===== config.mk =====
export PLATFORM = sky130hd
export DESIGN_NAME = vending_ctrl_flat
export DESIGN_NICKNAME = d
export VERILOG_FILES = /design/src/rtl/vending_pkg.sv /design/src/rtl/vending_ctrl_if.sv /design/src/rtl/vend_timeout_cnt.sv /design/src/rtl/vending_ctrl.sv /design/src/flat_wrapper.sv
export SDC_FILE = /design/constraint.sdc
export NUM_CORES = 1
export LEC_CHECK = 0
export ABC_AREA = 1
export CORE_MARGIN = 1.5
export CORE_UTILIZATION = 35
export DETAILED_ROUTE_END_ITERATION = 12
export GPL_TIMING_DRIVEN = 0
export HOLD_SLACK_MARGIN = 0.08
export PLACE_DENSITY = 0.62
export SYNTH_ARGS = -nofsm -noshare
export SYNTH_HDL_FRONTEND = slang
export SYNTH_SLANG_ARGS = --single-unit

===== constraint.sdc =====
create_clock -name clk -period 1.98 [get_ports clk]
set_input_delay 0.495 -clock clk [delete_from_list [all_inputs] [get_ports clk]]
set_output_delay 0.495 -clock clk [all_outputs]
set_load 0.02 [all_outputs]

===== src/rtl/vending_pkg.sv =====
// Shared types and defaults for the vending controller: FSM state encoding,
// the default product/price configuration and a price-table lookup helper.
package vending_pkg;

  typedef enum logic [1:0] {
    ST_IDLE    = 2'd0,
    ST_COLLECT = 2'd1,
    ST_VEND    = 2'd2,
    ST_CHANGE  = 2'd3
  } vend_state_e;

  localparam int DEF_NUM_PROD = 4;
  localparam int DEF_CRED_W   = 6;
  // Product 0 sits in the LSBs: prices are 5, 10, 15, 20 for products 0..3.
  localparam logic [DEF_NUM_PROD*DEF_CRED_W-1:0] DEF_PRICES = {6'd20, 6'd15, 6'd10, 6'd5};

  // Widest price table the lookup helper accepts (NUM_PROD*CRED_W bits).
  localparam int PTBL_MAX_W = 512;

  function automatic logic [31:0] price_lookup(input logic [PTBL_MAX_W-1:0] tbl,
                                               input int cred_w, input int idx);
    logic [31:0] mask;
    mask = (32'd1 << cred_w) - 32'd1;
    return 32'(tbl >> (idx * cred_w)) & mask;
  endfunction

endpackage


===== src/rtl/vending_ctrl_if.sv =====
// Coin/selection/dispenser signal bundle. master drives the front-end inputs,
// slave is the controller side.
interface vending_ctrl_if import vending_pkg::*; #(
  parameter int NUM_PROD = DEF_NUM_PROD,
  parameter int CRED_W   = DEF_CRED_W
);
  localparam int SEL_W = $clog2(NUM_PROD);

  logic                coin_valid;
  logic [CRED_W-1:0]   coin_value;
  logic                sel_valid;
  logic [SEL_W-1:0]    sel_id;
  logic                cancel;
  logic [NUM_PROD-1:0] stock_empty;
  logic                vend_ready;
  logic                vend_valid;
  logic [SEL_W-1:0]    vend_id;
  logic                change_valid;
  logic [CRED_W-1:0]   change_amt;
  logic [CRED_W-1:0]   credit;
  logic                coin_reject;
  logic                sel_error;

  modport master (
    output coin_valid, coin_value, sel_valid, sel_id, cancel, stock_empty, vend_ready,
    input  vend_valid, vend_id, change_valid, change_amt, credit, coin_reject, sel_error
  );

  modport slave (
    input  coin_valid, coin_value, sel_valid, sel_id, cancel, stock_empty, vend_ready,
    output vend_valid, vend_id, change_valid, change_amt, credit, coin_reject, sel_error
  );
endinterface


===== src/rtl/vend_timeout_cnt.sv =====
// Inactivity down-counter: clr reloads LIMIT-1, en counts down, expire_o flags
// the LIMIT-th consecutive enabled cycle without a clear.
module vend_timeout_cnt #(
  parameter int LIMIT = 1000
) (
  input  logic clk,
  input  logic rst_n,
  input  logic clr_i,
  input  logic en_i,
  output logic expire_o
);
  localparam int CNT_W = $clog2(LIMIT + 1);

  logic [CNT_W-1:0] cnt_q, cnt_d;

  always_comb begin
    cnt_d = cnt_q;
    if (clr_i)                    cnt_d = CNT_W'(LIMIT - 1);
    else if (en_i && cnt_q != '0) cnt_d = cnt_q - CNT_W'(1);
  end

  assign expire_o = en_i && !clr_i && (cnt_q == '0);

  always_ff @(posedge clk or negedge rst_n) begin
    if (!rst_n) cnt_q <= '0;
    else        cnt_q <= cnt_d;
  end
endmodule


===== src/rtl/vending_ctrl.sv =====
// Vending controller: collects coin credit, validates selections against price
// and stock, hands the product to the dispenser, then issues one change strobe.
module vending_ctrl import vending_pkg::*; #(
  parameter int                            NUM_PROD    = DEF_NUM_PROD,
  parameter int                            CRED_W      = DEF_CRED_W,
  parameter logic [NUM_PROD*CRED_W-1:0]    PRICES      = DEF_PRICES,
  parameter int                            MAX_CREDIT  = 60,
  parameter int                            TIMEOUT_CYC = 1000
) (
  input  logic           clk,
  input  logic           rst_n,
  vending_ctrl_if.slave  bus
);
  localparam int SEL_W = $clog2(NUM_PROD);
  localparam logic [PTBL_MAX_W-1:0] PTBL = PTBL_MAX_W'(PRICES);

  vend_state_e       state_q, state_d;
  logic [CRED_W-1:0] credit_q, credit_d, change_q, change_d, price;
  logic [SEL_W-1:0]  vend_id_q, vend_id_d;
  logic              vend_valid_q, change_valid_q, coin_rej_q, coin_rej_d, sel_err_q, sel_err_d;
  logic [CRED_W:0]   coin_sum;
  logic              coin_ok, sel_ok, strobe, tmo_en, tmo_exp;

  assign price    = CRED_W'(price_lookup(PTBL, CRED_W, int'(bus.sel_id)));
  // One extra bit so a wrapping sum can never sneak under MAX_CREDIT.
  assign coin_sum = {1'b0, credit_q} + {1'b0, bus.coin_value};
  assign coin_ok  = bus.coin_valid && !bus.sel_valid && !bus.cancel &&
                    (coin_sum <= (CRED_W+1)'(MAX_CREDIT)) &&
                    (state_q == ST_IDLE || state_q == ST_COLLECT);
  assign sel_ok   = (int'(bus.sel_id) < NUM_PROD) && !bus.stock_empty[bus.sel_id] &&
                    (credit_q >= price);
  assign strobe   = bus.coin_valid || bus.sel_valid || bus.cancel;
  assign tmo_en   = (state_q == ST_COLLECT);

  vend_timeout_cnt #(.LIMIT(TIMEOUT_CYC)) u_tmo (
    .clk      (clk),
    .rst_n    (rst_n),
    .clr_i    (!tmo_en || strobe),
    .en_i     (tmo_en),
    .expire_o (tmo_exp)
  );

  always_comb begin
    state_d   = state_q;
    credit_d  = credit_q;
    change_d  = change_q;
    vend_id_d = vend_id_q;
    sel_err_d = 1'b0;
    unique case (state_q)
      ST_IDLE: begin
        if (coin_ok) begin
          credit_d = coin_sum[CRED_W-1:0];
          state_d  = ST_COLLECT;
        end
      end
      ST_COLLECT: begin
        if (bus.cancel) begin
          change_d = credit_q;
          state_d  = ST_CHANGE;
        end else if (bus.sel_valid) begin
          if (sel_ok) begin
            vend_id_d = bus.sel_id;
            change_d  = credit_q - price;
            state_d   = ST_VEND;
          end else begin
            sel_err_d = 1'b1;
          end
        end else if (coin_ok) begin
          credit_d = coin_sum[CRED_W-1:0];
        end else if (tmo_exp) begin
          change_d = credit_q;
          state_d  = ST_CHANGE;
        end
      end
      ST_VEND:   if (bus.vend_ready) state_d = ST_CHANGE;
      ST_CHANGE: state_d = ST_IDLE;
      default:   state_d = ST_IDLE;
    endcase
    // Credit is handed back as change, so it reads zero from the change cycle on.
    if (state_d == ST_CHANGE) credit_d = '0;
    coin_rej_d = bus.coin_valid && !coin_ok;
  end

  always_ff @(posedge clk or negedge rst_n) begin
    if (!rst_n) begin
      state_q        <= ST_IDLE;
      credit_q       <= '0;
      change_q       <= '0;
      vend_id_q      <= '0;
      vend_valid_q   <= 1'b0;
      change_valid_q <= 1'b0;
      coin_rej_q     <= 1'b0;
      sel_err_q      <= 1'b0;
    end else begin
      state_q        <= state_d;
      credit_q       <= credit_d;
      change_q       <= change_d;
      vend_id_q      <= vend_id_d;
      vend_valid_q   <= (state_d == ST_VEND);
      change_valid_q <= (state_d == ST_CHANGE);
      coin_rej_q     <= coin_rej_d;
      sel_err_q      <= sel_err_d;
    end
  end

  assign bus.vend_valid   = vend_valid_q;
  assign bus.vend_id      = vend_id_q;
  assign bus.change_valid = change_valid_q;
  assign bus.change_amt   = change_q;
  assign bus.credit       = credit_q;
  assign bus.coin_reject  = coin_rej_q;
  assign bus.sel_error    = sel_err_q;
endmodule


===== src/flat_wrapper.sv =====
// flat-port wrapper written by rule: the top's interface ports become plain ports
module vending_ctrl_flat import vending_pkg::*;
#(
  parameter int                            NUM_PROD    = DEF_NUM_PROD,
  parameter int                            CRED_W      = DEF_CRED_W,
  parameter logic [NUM_PROD*CRED_W-1:0]    PRICES      = DEF_PRICES,
  parameter int                            MAX_CREDIT  = 60,
  parameter int                            TIMEOUT_CYC = 1000
)
  (clk, rst_n, bus_coin_valid, bus_coin_value, bus_sel_valid, bus_sel_id, bus_cancel, bus_stock_empty, bus_vend_ready, bus_vend_valid, bus_vend_id, bus_change_valid, bus_change_amt, bus_credit, bus_coin_reject, bus_sel_error);
  vending_ctrl_if #(.NUM_PROD(NUM_PROD), .CRED_W(CRED_W)) bus_i ();
  input  logic clk;
  input  logic rst_n;
  input wire logic [$bits(bus_i.coin_valid)-1:0] bus_coin_valid;
  input wire logic [$bits(bus_i.coin_value)-1:0] bus_coin_value;
  input wire logic [$bits(bus_i.sel_valid)-1:0] bus_sel_valid;
  input wire logic [$bits(bus_i.sel_id)-1:0] bus_sel_id;
  input wire logic [$bits(bus_i.cancel)-1:0] bus_cancel;
  input wire logic [$bits(bus_i.stock_empty)-1:0] bus_stock_empty;
  input wire logic [$bits(bus_i.vend_ready)-1:0] bus_vend_ready;
  output wire logic [$bits(bus_i.vend_valid)-1:0] bus_vend_valid;
  output wire logic [$bits(bus_i.vend_id)-1:0] bus_vend_id;
  output wire logic [$bits(bus_i.change_valid)-1:0] bus_change_valid;
  output wire logic [$bits(bus_i.change_amt)-1:0] bus_change_amt;
  output wire logic [$bits(bus_i.credit)-1:0] bus_credit;
  output wire logic [$bits(bus_i.coin_reject)-1:0] bus_coin_reject;
  output wire logic [$bits(bus_i.sel_error)-1:0] bus_sel_error;
  assign bus_i.coin_valid = bus_coin_valid;
  assign bus_i.coin_value = bus_coin_value;
  assign bus_i.sel_valid = bus_sel_valid;
  assign bus_i.sel_id = bus_sel_id;
  assign bus_i.cancel = bus_cancel;
  assign bus_i.stock_empty = bus_stock_empty;
  assign bus_i.vend_ready = bus_vend_ready;
  assign bus_vend_valid = bus_i.vend_valid;
  assign bus_vend_id = bus_i.vend_id;
  assign bus_change_valid = bus_i.change_valid;
  assign bus_change_amt = bus_i.change_amt;
  assign bus_credit = bus_i.credit;
  assign bus_coin_reject = bus_i.coin_reject;
  assign bus_sel_error = bus_i.sel_error;
  vending_ctrl #(.NUM_PROD(NUM_PROD), .CRED_W(CRED_W), .PRICES(PRICES), .MAX_CREDIT(MAX_CREDIT), .TIMEOUT_CYC(TIMEOUT_CYC)) u_core (.clk(clk), .rst_n(rst_n), .bus(bus_i));
endmodule

# [After elaboration in Yosys (flattened, before gate mapping)]
# Index checks and enable logic that the tools add are counted.
[totals] elab_cells=81 inputBits=18 ram_bits=0 ff_bits=30 rom_bits=0 latchBits=0 memories=0 out_inout_bits=18
[classes] n_mul=1 n_lt_le_gt_ge=3 bitwise=1 reduce_logical=28 n_mux=26 n_div=0 n_eq_ne=9 n_shift=1 n_addsub=3
[ops] cell="$mux 6" count=9
[ops] cell="$shr 23x32->6 const A" count=1
[ops] cell="$mux 10" count=2
[ops] cell="$mux 2" count=7
[ops] cell="$pmux 6 s2" count=1
[ops] cell="$logic_not 10->1" count=1
[ops] cell="$reduce_bool 10->1" count=1
[ops] cell="$sub 10x1->10 const B" count=1
[ops] cell="$logic_and 1x1->1" count=9
[ops] cell="$ne 3x3->1 const B" count=3
[ops] cell="$eq 2x2->1 const B" count=4
[ops] cell="$pmux 2 s4" count=1
[ops] cell="$reduce_and 4->1" count=2
[ops] cell="$add 6x6->7" count=1
[ops] cell="$le 7x6->1 const B" count=1
[ops] cell="$ge 6x6->1" count=1
[ops] cell="$logic_not 1->1" count=6
[ops] cell="$reduce_bool 3->1" count=2
[ops] cell="$sub 6x6->6" count=1
[ops] cell="$mux 1" count=5
[ops] cell="$logic_or 1x1->1" count=4
[ops] cell="$mul 2x2->4 const B" count=1
[ops] cell="$lt 2x3->1 const B" count=1
[ops] cell="$ne 3x1->1 const B" count=1
[ops] cell="other kinds (6)" count=6

# [Logic depth before layout (Yosys ltp)]
# Gate-level depths: netlist of the first run.
[depth] ltp_word=14 mapped_depth=15 mapped_depth_nobuf=15

# [Cells and area by module]
# From an unflattened synthesis of the first run, not the netlist that was laid out.
[hier_totals] cells_unflattened=296 hier_area_um2=2313.5
[by_module_without_submodules] module="vending_ctrl" cells_each=199 area_per_inst_um2=1635.3 n_inst=1 seq_area_each_um2=500.5
[by_module_without_submodules] module="vend_timeout_cnt" cells_each=97 area_per_inst_um2=678.2 n_inst=1 seq_area_each_um2=250.2

# [Worst setup path before layout of the first run]
# Ideal clock, no wire load.
[synth_path] path_kind="reg2reg" startpoint="reg u_core.credit_q[0], in the netlist u_core.bus.credit[0]" endpoint="reg u_core.credit_q[1], in the netlist u_core.bus.credit[1]" synth_period_minus_slack_ns=2.115 t_arrival_ns=2.002 setup_ns=0.113 t_required_ns=1.867 slack_ns=-0.135 path_buffers=0 path_stages_with_launch=13 path_cell_list="dfrtp_1 > ha_1 > fa_1 > nand3_1 > nand2_1 > nand2_1 > nand2_1 > a21oi_4 > nand3_1 > nand2_2 > nand2_4 > nand2_1 > inv_1"
[synth_between] elab_chain_cells=11 elab_cells_between_ends=22 cone_classes="1 x add/sub; 2 x order compare; 3 x eq/ne; 11 x mux; 5 x reduce/logical"
[synth_rtl] element="start: declaration" line_no="vending_ctrl.sv:18" rtl="logic [CRED_W-1:0] credit_q, credit_d, change_q, change_d, price;"
[synth_rtl] element="start signal: assignment" line_no="vending_ctrl.sv:96" rtl="credit_q <= credit_d;"
[synth_rtl] element="$add 6x6->7" line_no="vending_ctrl.sv:26" rtl="assign coin_sum = {1'b0, credit_q} + {1'b0, bus.coin_value};"
[synth_rtl] element="$le 7x6->1" line_no="vending_ctrl.sv:28" rtl="(coin_sum <= (CRED_W+1)'(MAX_CREDIT)) &&"
[synth_rtl] element="$logic_and 1x1->1" line_no="vending_ctrl.sv:27" rtl="assign coin_ok = bus.coin_valid && !bus.sel_valid && !bus.cancel &&"
[synth_rtl] element="$logic_and 1x1->1" line_no="vending_ctrl.sv:28"
[synth_rtl] element="$mux 2" line_no="vending_ctrl.sv:68" rtl="end else if (coin_ok) begin"
[synth_rtl] element="$mux 2" line_no="vending_ctrl.sv:60" rtl="end else if (bus.sel_valid) begin"
[synth_rtl] element="$mux 2" line_no="vending_ctrl.sv:57" rtl="if (bus.cancel) begin"
[synth_rtl] element="$pmux 2 s4 *" line_no="vending_ctrl.sv:49" rtl="unique case (state_q)"
[synth_rtl] element="net u_core.state_d[0]" line_no="vending_ctrl.sv:17" rtl="vend_state_e state_q, state_d;"
[synth_rtl] element="$eq 2x2->1 *" line_no="vending_ctrl.sv:80" rtl="if (state_d == ST_CHANGE) credit_d = '0;"
[synth_rtl] element="$ne 3x3->1 (no source line) or $reduce_bool 3->1 (tied branches)"
[synth_rtl] element="$reduce_and 3->1 (no source line)"
# The timed path passes the listed nets; every way through them passes the cells marked *. The select of a mux whose other input is x is not followed.
# A chain may end at the register's enable or synchronous reset.

# [Final worst setup path of the first run]
[layout_path] startpoint="reg u_core.credit_q[0], in the netlist u_core.bus.credit[0]" endpoint="reg u_core.credit_q[3], in the netlist u_core.bus.credit[3]"
[layout_between] elab_chain_cells=11 elab_cells_between_ends=22 cone_classes="1 x add/sub; 2 x order compare; 3 x eq/ne; 11 x mux; 5 x reduce/logical"
[layout_rtl] element="$add 6x6->7" line_no="vending_ctrl.sv:26"
[layout_rtl] element="$le 7x6->1" line_no="vending_ctrl.sv:28"
[layout_rtl] element="$logic_and 1x1->1" line_no="vending_ctrl.sv:27"
[layout_rtl] element="$logic_and 1x1->1" line_no="vending_ctrl.sv:28"
[layout_rtl] element="$mux 2" line_no="vending_ctrl.sv:68"
[layout_rtl] element="$mux 2" line_no="vending_ctrl.sv:60"
[layout_rtl] element="$mux 2" line_no="vending_ctrl.sv:57"
[layout_rtl] element="$pmux 2 s4" line_no="vending_ctrl.sv:49"
[layout_rtl] element="$eq 2x2->1" line_no="vending_ctrl.sv:80"
[layout_rtl] element="$ne 3x3->1 (no source line) or $reduce_bool 3->1 (tied branches)"
[layout_rtl] element="$reduce_and 3->1 (no source line)"
# Several ways; a longest one is shown, not always the timed one. The select of a mux whose other input is x is not followed.

==> results of run 1 <==
[metal layers]
layer | share of wire [%] | track usage [%] | vias up
li1 | - | - | 997
met5 | 0 | 0 | -
met3 | 3.5 | 2.30 | 11
met1 | 46 | 21.1 | 861
met4 | 2.2 | 6.14 | 0
met2 | 48 | 25.4 | 36
[repair_timing]
item,CTS,global route
setup buffers,8,4
gates cloned,2,0
resized for setup,17,52
endpoints found under the setup margin,21,20
pin swaps,13,20
[logic make-up (layout without fill, tap and decap cells)]
logic type                 count (synthesis)  in the layout
xor gates and xnor gates                   2              2
AOI/OAI and AO/OA                         35             35
DFF                                       30             30
adders and majority gates                 16             16
buffers and inverters                     43             99
and+or+nand+nor                          147            148
[worst max-delay path, stage by stage (launching register included)]
cell	delay, ns
dfrtp_2	0.44
ha_4	0.17
fa_2	0.52
nor2_1	0.04
nor2_1	0.13
nand3_2	0.10
nor2_4	0.12
nand2_4	0.08
buf_6	0.12
nand3b_1	0.07
nand2_1	0.07
nand2_2	0.06
inv_1	0.03
[worst paths after layout]
| path | to | depth (start not counted) |
|---|---|---|
| worst min register to register | u_core.bus.change_amt[0]$_DFFE_PN0P_ | 2 |
| worst max register to register | u_core.bus.credit[3]$_DFFE_PN0P_ | 12 |
| max in group asynchronous | u_core.bus.credit[1]$_DFFE_PN0P_ | 1 |
| worst min-delay path | u_core.bus.credit[0]$_DFFE_PN0P_ | 1 |
| min in group clk | u_core.bus.change_amt[0]$_DFFE_PN0P_ | 2 |
| worst max-delay path | u_core.bus.credit[3]$_DFFE_PN0P_ | 12 |
[layout make-up]
cell class | count | share of cell area (%)
plain buffers | 2 | 0.552
well taps | 72 | 3.06
inverters | 41 | 5.31
clock buffers | 5 | 2.34
clock inverters | 3 | 1.36
repair buffers | 48 | 15.2
flip-flops and latches | 30 | 25.6
multi-input cells | 201 | 46.6
[synth_stat cells (2+ instances only)]
library cell  instances  area share [%]
a21boi_0              3             1.1
a21oi_1               9             2.2
dfrtp_1              30              37
fa_1                  2             2.0
ha_1                 14             8.6
inv_1                37             6.8
inv_2                 4            0.74
nand2_1              74              14
nand2_2               4             1.2
nand3_1              23             5.6
nand3_2               2            0.98
nand3b_1              5             1.8
nand4_1               5             1.5
nor2_1               26             4.8
nor3_1                3            0.74
o211ai_1              2            0.74
o21ai_0              12             2.9
o21ai_1               2            0.49
o31ai_1               2            0.74
o31ai_2               2             1.2
or2_2                 2            0.61
[power by group through the flow]
stage	combinational (mW)	clock [mW]	sequential (mW)
detailed placement	1.70	0	0.955
global route	2.40	0.642	1.00
CTS	1.84	0.619	0.950
finish	2.16	0.610	0.976
global placement	1.67	0	0.957
floorplan	1.01	0	1.09
[flip-flops by register name (all words and copies together) (netlist names)]
name                     cells
u_core.bus.credit            6
u_core.bus.vend_id           2
u_core.bus.change_amt        6
u_core.bus.vend_valid        1
u_core.bus.change_valid      1
u_core.u_tmo.cnt_q          10
u_core.bus.coin_reject       1
u_core.bus.sel_error         1
u_core.state_q               2
[stage by stage]
| stage | setup TNS, ns | cell area, sq um | util [%] | hold slack, ns | setup slack (ns) |
|---|---|---|---|---|---|
| finish | -0.399 | 2950 | 52.8 | 0.230 | -0.0710 |
| global route | -2.11 | 2950 | 52.8 | 0.304 | -0.183 |
| CTS | -1.38 | 2750 | 49.4 | 0.487 | -0.123 |
| detailed placement | -18.76 | 2540 | 45.5 | 0.470 | -0.815 |
| global placement | -17.82 | 2540 | 45.5 | 0.468 | -0.795 |
| floorplan | -0.00141 | 2100 | - | 0.199 | -0.00141 |
[layout by cell type, fill, tap and decap left out, types with 3 or more instances in the layout]
cell type         n
inv_1            29
nand3b_1          5
nor3_1            3
nor2_1           24
nand3_2           6
buf_4            10
a21oi_1           7
nand3_1          18
nand2_2          21
ha_4              9
dfrtp_1          28
o21ai_0          11
inv_2            11
buf_6             4
buf_2             3
clkdlybuf4s50_1  28
nand4_1           5
nand2_1          56
clkbuf_8          5
ha_1              4
==> flow_summary.json, run 1 <==
{
  "worst_slack_ns": -0.0710,
  "timing.fmax_mhz": 488,
  "synth.avg_cell_area_sq_um": 7.47,
  "min_period_ns": 2.05,
  "hold_viol": 0,
  "worst_setup_path_end_kind": "flip-flop",
  "synthAdderAreaFrac_pct": 10.6,
  "p_leak_nw": 1.37,
  "cap_viol_max_count": 0,
  "area_growth_pct": 44.5,
  "firstDrtPassIters": 4,
  "antenna_cells": 0,
  "final_cells": 402,
  "yosys.area_share.xor_xnor_pct": 0.859,
  "die-area_sq_um": 6290,
  "status": "finished, violations left",
  "start_util_pct": 36.6,
  "drive_above_1_share_pct": 29.4,
  "die_x_microns": 79.3,
  "post_drt_wl_per_cell_microns": 11.9,
  "synth_edf_count": 0,
  "ctsHoldBuffers": 0,
  "rsz0062_at_grt": "yes",
  "grt_max_degree": 31,
  "switching_share_pct": 42.7,
  "seq_power_share_pct": 26.0,
  "dp.cells": 380,
  "path_clk_slew_ns": 0.07,
  "root_buffer": "clkbuf_8",
  "cts-buffers-inserted": 5,
  "die_h_microns": 79.3,
  "critPathKind": "flip-flop to flip-flop",
  "grt.overflow.total": 0,
  "clock_skew_ns": 0.00657,
  "clock_sinks": 30,
  "ios": 36,
  "yosysSeqAreaShare_pct": 36.8,
  "required_ns": 2.17,
  "p_sw_mw": 1.60,
  "holdCritPathClass": "primary input to asynchronous set/reset pin",
  "grt_pass1_wl_mm": 7.75,
  "antenna_found_initial": 0,
  "port_buffers": 35,
  "finalPower_mw": 3.75,
  "synth_fp_nets": 307,
  "insertion_delay_ns": 0.29,
  "vias": 1905,
  "intPower_mw": 2.15,
  "worst_pin_slew_ns": 0.647,
  "finalWirelength_mm": 4.77,
  "gp_congestion": 0.842,
  "violations": "setup timing",
  "combPwrFrac_pct": 57.7,
  "synth_warnings": 0,
  "synth_top_family_by_area": "simple AND/OR/NAND/NOR gates",
  "muxShareOfSynthArea_pct": 0,
  "htree_num_levels": 2,
  "ant_nets": 0,
  "multi_input_area_sq_um": 1370,
  "ys_ff_latch": 30,
  "setup_violations": 11,
  "async_flop_share_pct": 100,
  "nets": 363,
  "fillerInstances": 544,
  "seqCellArea_sq_um": 753,
  "rrSetupSlack_ns": -0.07,
  "r2r_start": "u_core.bus.credit[0]$_DFFE_PN0P_",
  "synthSimpleGateAreaFrac_pct": 32.4,
  "route.detailed.drc": 0,
  "synthCells": 273,
  "drv_slew": 0,
  "core_area_sq_um": 5570,
  "powerDensity_nw_per_um2": 1270,
  "post-route-period-util_pct": 104,
  "crit_arrival_ns": 2.24,
  "yosysUniqueCellTypes": 31,
  "row_count": 27,
  "vias_per_cell": 4.74,
  "relSlewSlack_pct": 56.8,
  "power.clock.fraction_pct": 16.3,
  "drt_iter0_markers": 48,
  "startpoint_type": "flip-flop",
  "grt.total_usage_pct": 15.7,
  "synth_top_flop_cell": "dfrtp_1",
  "hpwlAfterDp_mm": 3.47,
  "crit_fanout": 4,
  "worstSetupStartpoint": "u_core.bus.credit[0]$_DFFE_PN0P_",
  "syn_area_sq_um": 2040,
  "grt_pass1_vias": 1765,
  "synth-compound-area-share_pct": 11.0,
  "cts_buffer_depth": 2,
  "cts_tree": "yes",
  "ir_drop_mv": 0.619
}
No activity file was read; power rests on OpenSTA's default activity.
==> run 2: changes to the inputs <==
--- a/config.mk
+++ b/config.mk
@@ -6,11 +6,12 @@
 export NUM_CORES = 1
 export LEC_CHECK = 0
 export ABC_AREA = 1
+export CAP_MARGIN = 20
 export CORE_MARGIN = 1.5
 export CORE_UTILIZATION = 35
 export DETAILED_ROUTE_END_ITERATION = 12
 export GPL_TIMING_DRIVEN = 0
-export HOLD_SLACK_MARGIN = 0.08
+export HOLD_SLACK_MARGIN = 0.05
 export PLACE_DENSITY = 0.62
 export SYNTH_ARGS = -nofsm -noshare
 export SYNTH_HDL_FRONTEND = slang
==> run 2 against run 1 <==
  * The flow still finishes with violations (setup timing)
  * Flip-flop and latch count is the same
  * Sequential share of layout area is 0.70 points higher
  * Clock skew increased by 0.0023 ns
  * Setup slack got worse by 0.035 ns
  * Clock-buffer cell count up 2
  * Combinational power decreased by 6%
  * Critical path depth is the same
  * First-iteration DRC count is 52% higher
  * Die area stayed put
  * Register-to-register slack got worse by 0.04 ns
  * Cell area decreased by 2.5%
  * Critical endpoint is now u_core.bus.credit[4]$_DFFE_PN0P_
  * Largest power group unchanged
==> flow_summary.json, run 2 (same netlist as run 1, synthesis figures left out) <==
{
  "status": "finished, violations left",
  "powerDensity_nw_per_um2": 1220,
  "crit_chain": "ha_4 > fa_2 > nor2_1 > nor2_1 > nand3_1 > nor2_2 > nand2_4 > buf_6 > nand3b_1 > nand2_1 > nand2_2 > inv_1",
  "seqCellArea_sq_um": 754,
  "min_path_cells": 2,
  "regMostFlops": "u_core.u_tmo.cnt_q",
  "max_stage_delay_ns": 0.53,
  "gp_congestion": 0.842,
  "insertion_delay_ns": 0.28,
  "min_period_ns": 2.09,
  "vias": 1898,
  "setup_violations": 15,
  "grt.total_usage_pct": 16.7,
  "crit_cells": 12,
  "crit_arrival_ns": 2.26,
  "nets": 360,
  "seq_power_share_pct": 27.6,
  "drive_above_1_share_pct": 24.8,
  "cp_top_family": "adder cells",
  "required_ns": 2.16,
  "antenna_found_initial": 0,
  "p_leak_nw": 1.33,
  "timing.fmax_mhz": 479,
  "switching_share_pct": 43.3,
  "layout_common_cells": "nand2_1, inv_1, clkdlybuf4s50_1",
  "route.detailed.drc": 0,
  "cts_tree": "yes",
  "worst-path-buf-inv": 2,
  "ir_drop_mv": 0.770,
  "p_sw_mw": 1.52,
  "die_h_microns": 79.3,
  "cap_viol_max_count": 0,
  "post-route-period-util_pct": 105,
  "cts-buffers-inserted": 5,
  "drv_slew": 0,
  "r2r_cells": 12,
  "ant_nets": 0,
  "finalWirelength_mm": 4.78,
  "grt_pass1_wl_mm": 8.22,
  "combPwrFrac_pct": 58.0,
  "power.clock.fraction_pct": 14.4,
  "row_count": 27,
  "fillerInstances": 545,
  "largest_reg_flops": 10,
  "hold_viol": 0,
  "start_util_pct": 36.6,
  "antenna_cells": 0,
  "mostFrequentLayoutCell": "nand2_1",
  "grt.overflow.total": 0,
  "root_buffer": "clkbuf_8",
  "rsz0062_at_grt": "yes",
  "hpwlAfterDp_mm": 3.57,
  "drt_iter0_markers": 73,
  "multi_input_area_sq_um": 1310,
  "ios": 36,
  "crit_path_frequent_cell": "nor2_1",
  "relSlewSlack_pct": 46.4,
  "postLayoutCoreUtil_pct": 51.5,
  "die-area_sq_um": 6290,
  "clock_sinks": 30,
  "startpoint_type": "flip-flop",
  "area_growth_pct": 40.9,
  "worst_slack_ns": -0.106,
  "critPathSlowestCell": "fa_2",
  "htree_num_levels": 2,
  "port_buffers": 35,
  "clock_skew_ns": 0.00885,
  "intPower_mw": 1.99,
  "critPathKind": "flip-flop to flip-flop",
  "path_clk_slew_ns": 0.06,
  "core_area_sq_um": 5570,
  "crit_fanout": 6,
  "worst_pin_slew_ns": 0.802,
  "cts_buffer_depth": 2,
  "die_x_microns": 79.3,
  "holdCritPathClass": "flip-flop to flip-flop",
  "worst_setup_path_end_kind": "flip-flop",
  "firstDrtPassIters": 4,
  "pre_cts_ws_ns": -0.800,
  "vias_per_cell": 4.76,
  "post_drt_wl_per_cell_microns": 12.0,
  "grt_max_degree": 17,
  "violations": "setup timing",
  "grt_pass1_vias": 1822
}
## run 2: changes by cell type in the layout (fill, tap and decap cells not counted), sizes merged
cell / change
buf: -4
clkinv: -1
bufinv: -1
clkdlybuf4s15: +1
clkbuf: +2
nand2: -1
dlymetal6s2s: -2
clkdlybuf4s50: +3
## run 2: worst paths after layout
path                                                        end  slack [ns]                                  from
setup / recovery               u_core.bus.credit[4]$_DFFE_PN0P_       -0.11      u_core.bus.credit[0]$_DFFE_PN0P_
hold / removal             u_core.bus.change_amt[0]$_DFFE_PN0P_        0.47  u_core.bus.change_amt[0]$_DFFE_PN0P_
setup reg to reg               u_core.bus.credit[4]$_DFFE_PN0P_       -0.11      u_core.bus.credit[0]$_DFFE_PN0P_
hold reg to reg            u_core.bus.change_amt[0]$_DFFE_PN0P_        0.47  u_core.bus.change_amt[0]$_DFFE_PN0P_
max in group asynchronous      u_core.bus.credit[0]$_DFFE_PN0P_        0.75                                 rst_n
min in group asynchronous     u_core.u_tmo.cnt_q[6]$_DFFE_PN0P_        0.68                                 rst_n
## run 2: repair_timing
action / CTS / global route
gates cloned: 0 / 0
resized for setup: 14 / 37
hold buffers: 0 / 0
hold endpoints to repair: 0 / 0
pin swaps: 11 / 18
buffers inserted: 8 / 2
endpoints found under the setup margin: 21 / 21
## run 2: area by class of cell
| class | count | share of cell area, % |
|---|---|---|
| plain buffers | 2 | 0.697 |
| clock buffers | 7 | 3.01 |
| clock inverters | 1 | 0.174 |
| inverters | 41 | 5.36 |
| multi-input cells | 200 | 45.6 |
| flip-flops and latches | 30 | 26.3 |
| well taps | 72 | 3.14 |
| repair buffers | 46 | 15.7 |
## run 2: worst register-to-register path: stages, from the launching register on
cell	delay, ns
dfrtp_2	0.46
ha_4	0.19
fa_2	0.53
nor2_1	0.04
nor2_1	0.10
nand3_1	0.09
nor2_2	0.13
nand2_4	0.10
buf_6	0.14
nand3b_1	0.07
nand2_1	0.06
nand2_2	0.05
inv_1	0.03
## run 2: metal layers
metal,global-route usage (%),share of wire (%),vias up
li1,-,-,994
met4,5.26,1.6,0
met2,27.4,48,29
met3,3.22,3.0,6
met5,0,0,-
met1,22.0,47,869
## run 2: metrics by stage
step	cells	total power, mW	hold slack [ns]	TNS, ns	area [sq um]
floorplan	273	2.10	0.199	-0.00141	2100
global placement	380	2.63	0.468	-17.82	2540
detailed placement	381	2.66	0.470	-14.44	2560
CTS	397	3.28	0.487	-1.50	2730
global route	399	3.82	0.510	-2.86	2870
finish	399	3.51	0.471	-0.823	2870
## run 2: power groups by stage
stage	Combinational [mW]	Sequential (mW)	Clock, mW
final	2.04	0.969	0.508
after global routing	2.29	0.992	0.543
after CTS	1.81	0.949	0.525
after detailed placement	1.71	0.956	0
after global placement	1.67	0.957	0
after floorplan	1.01	1.09	0
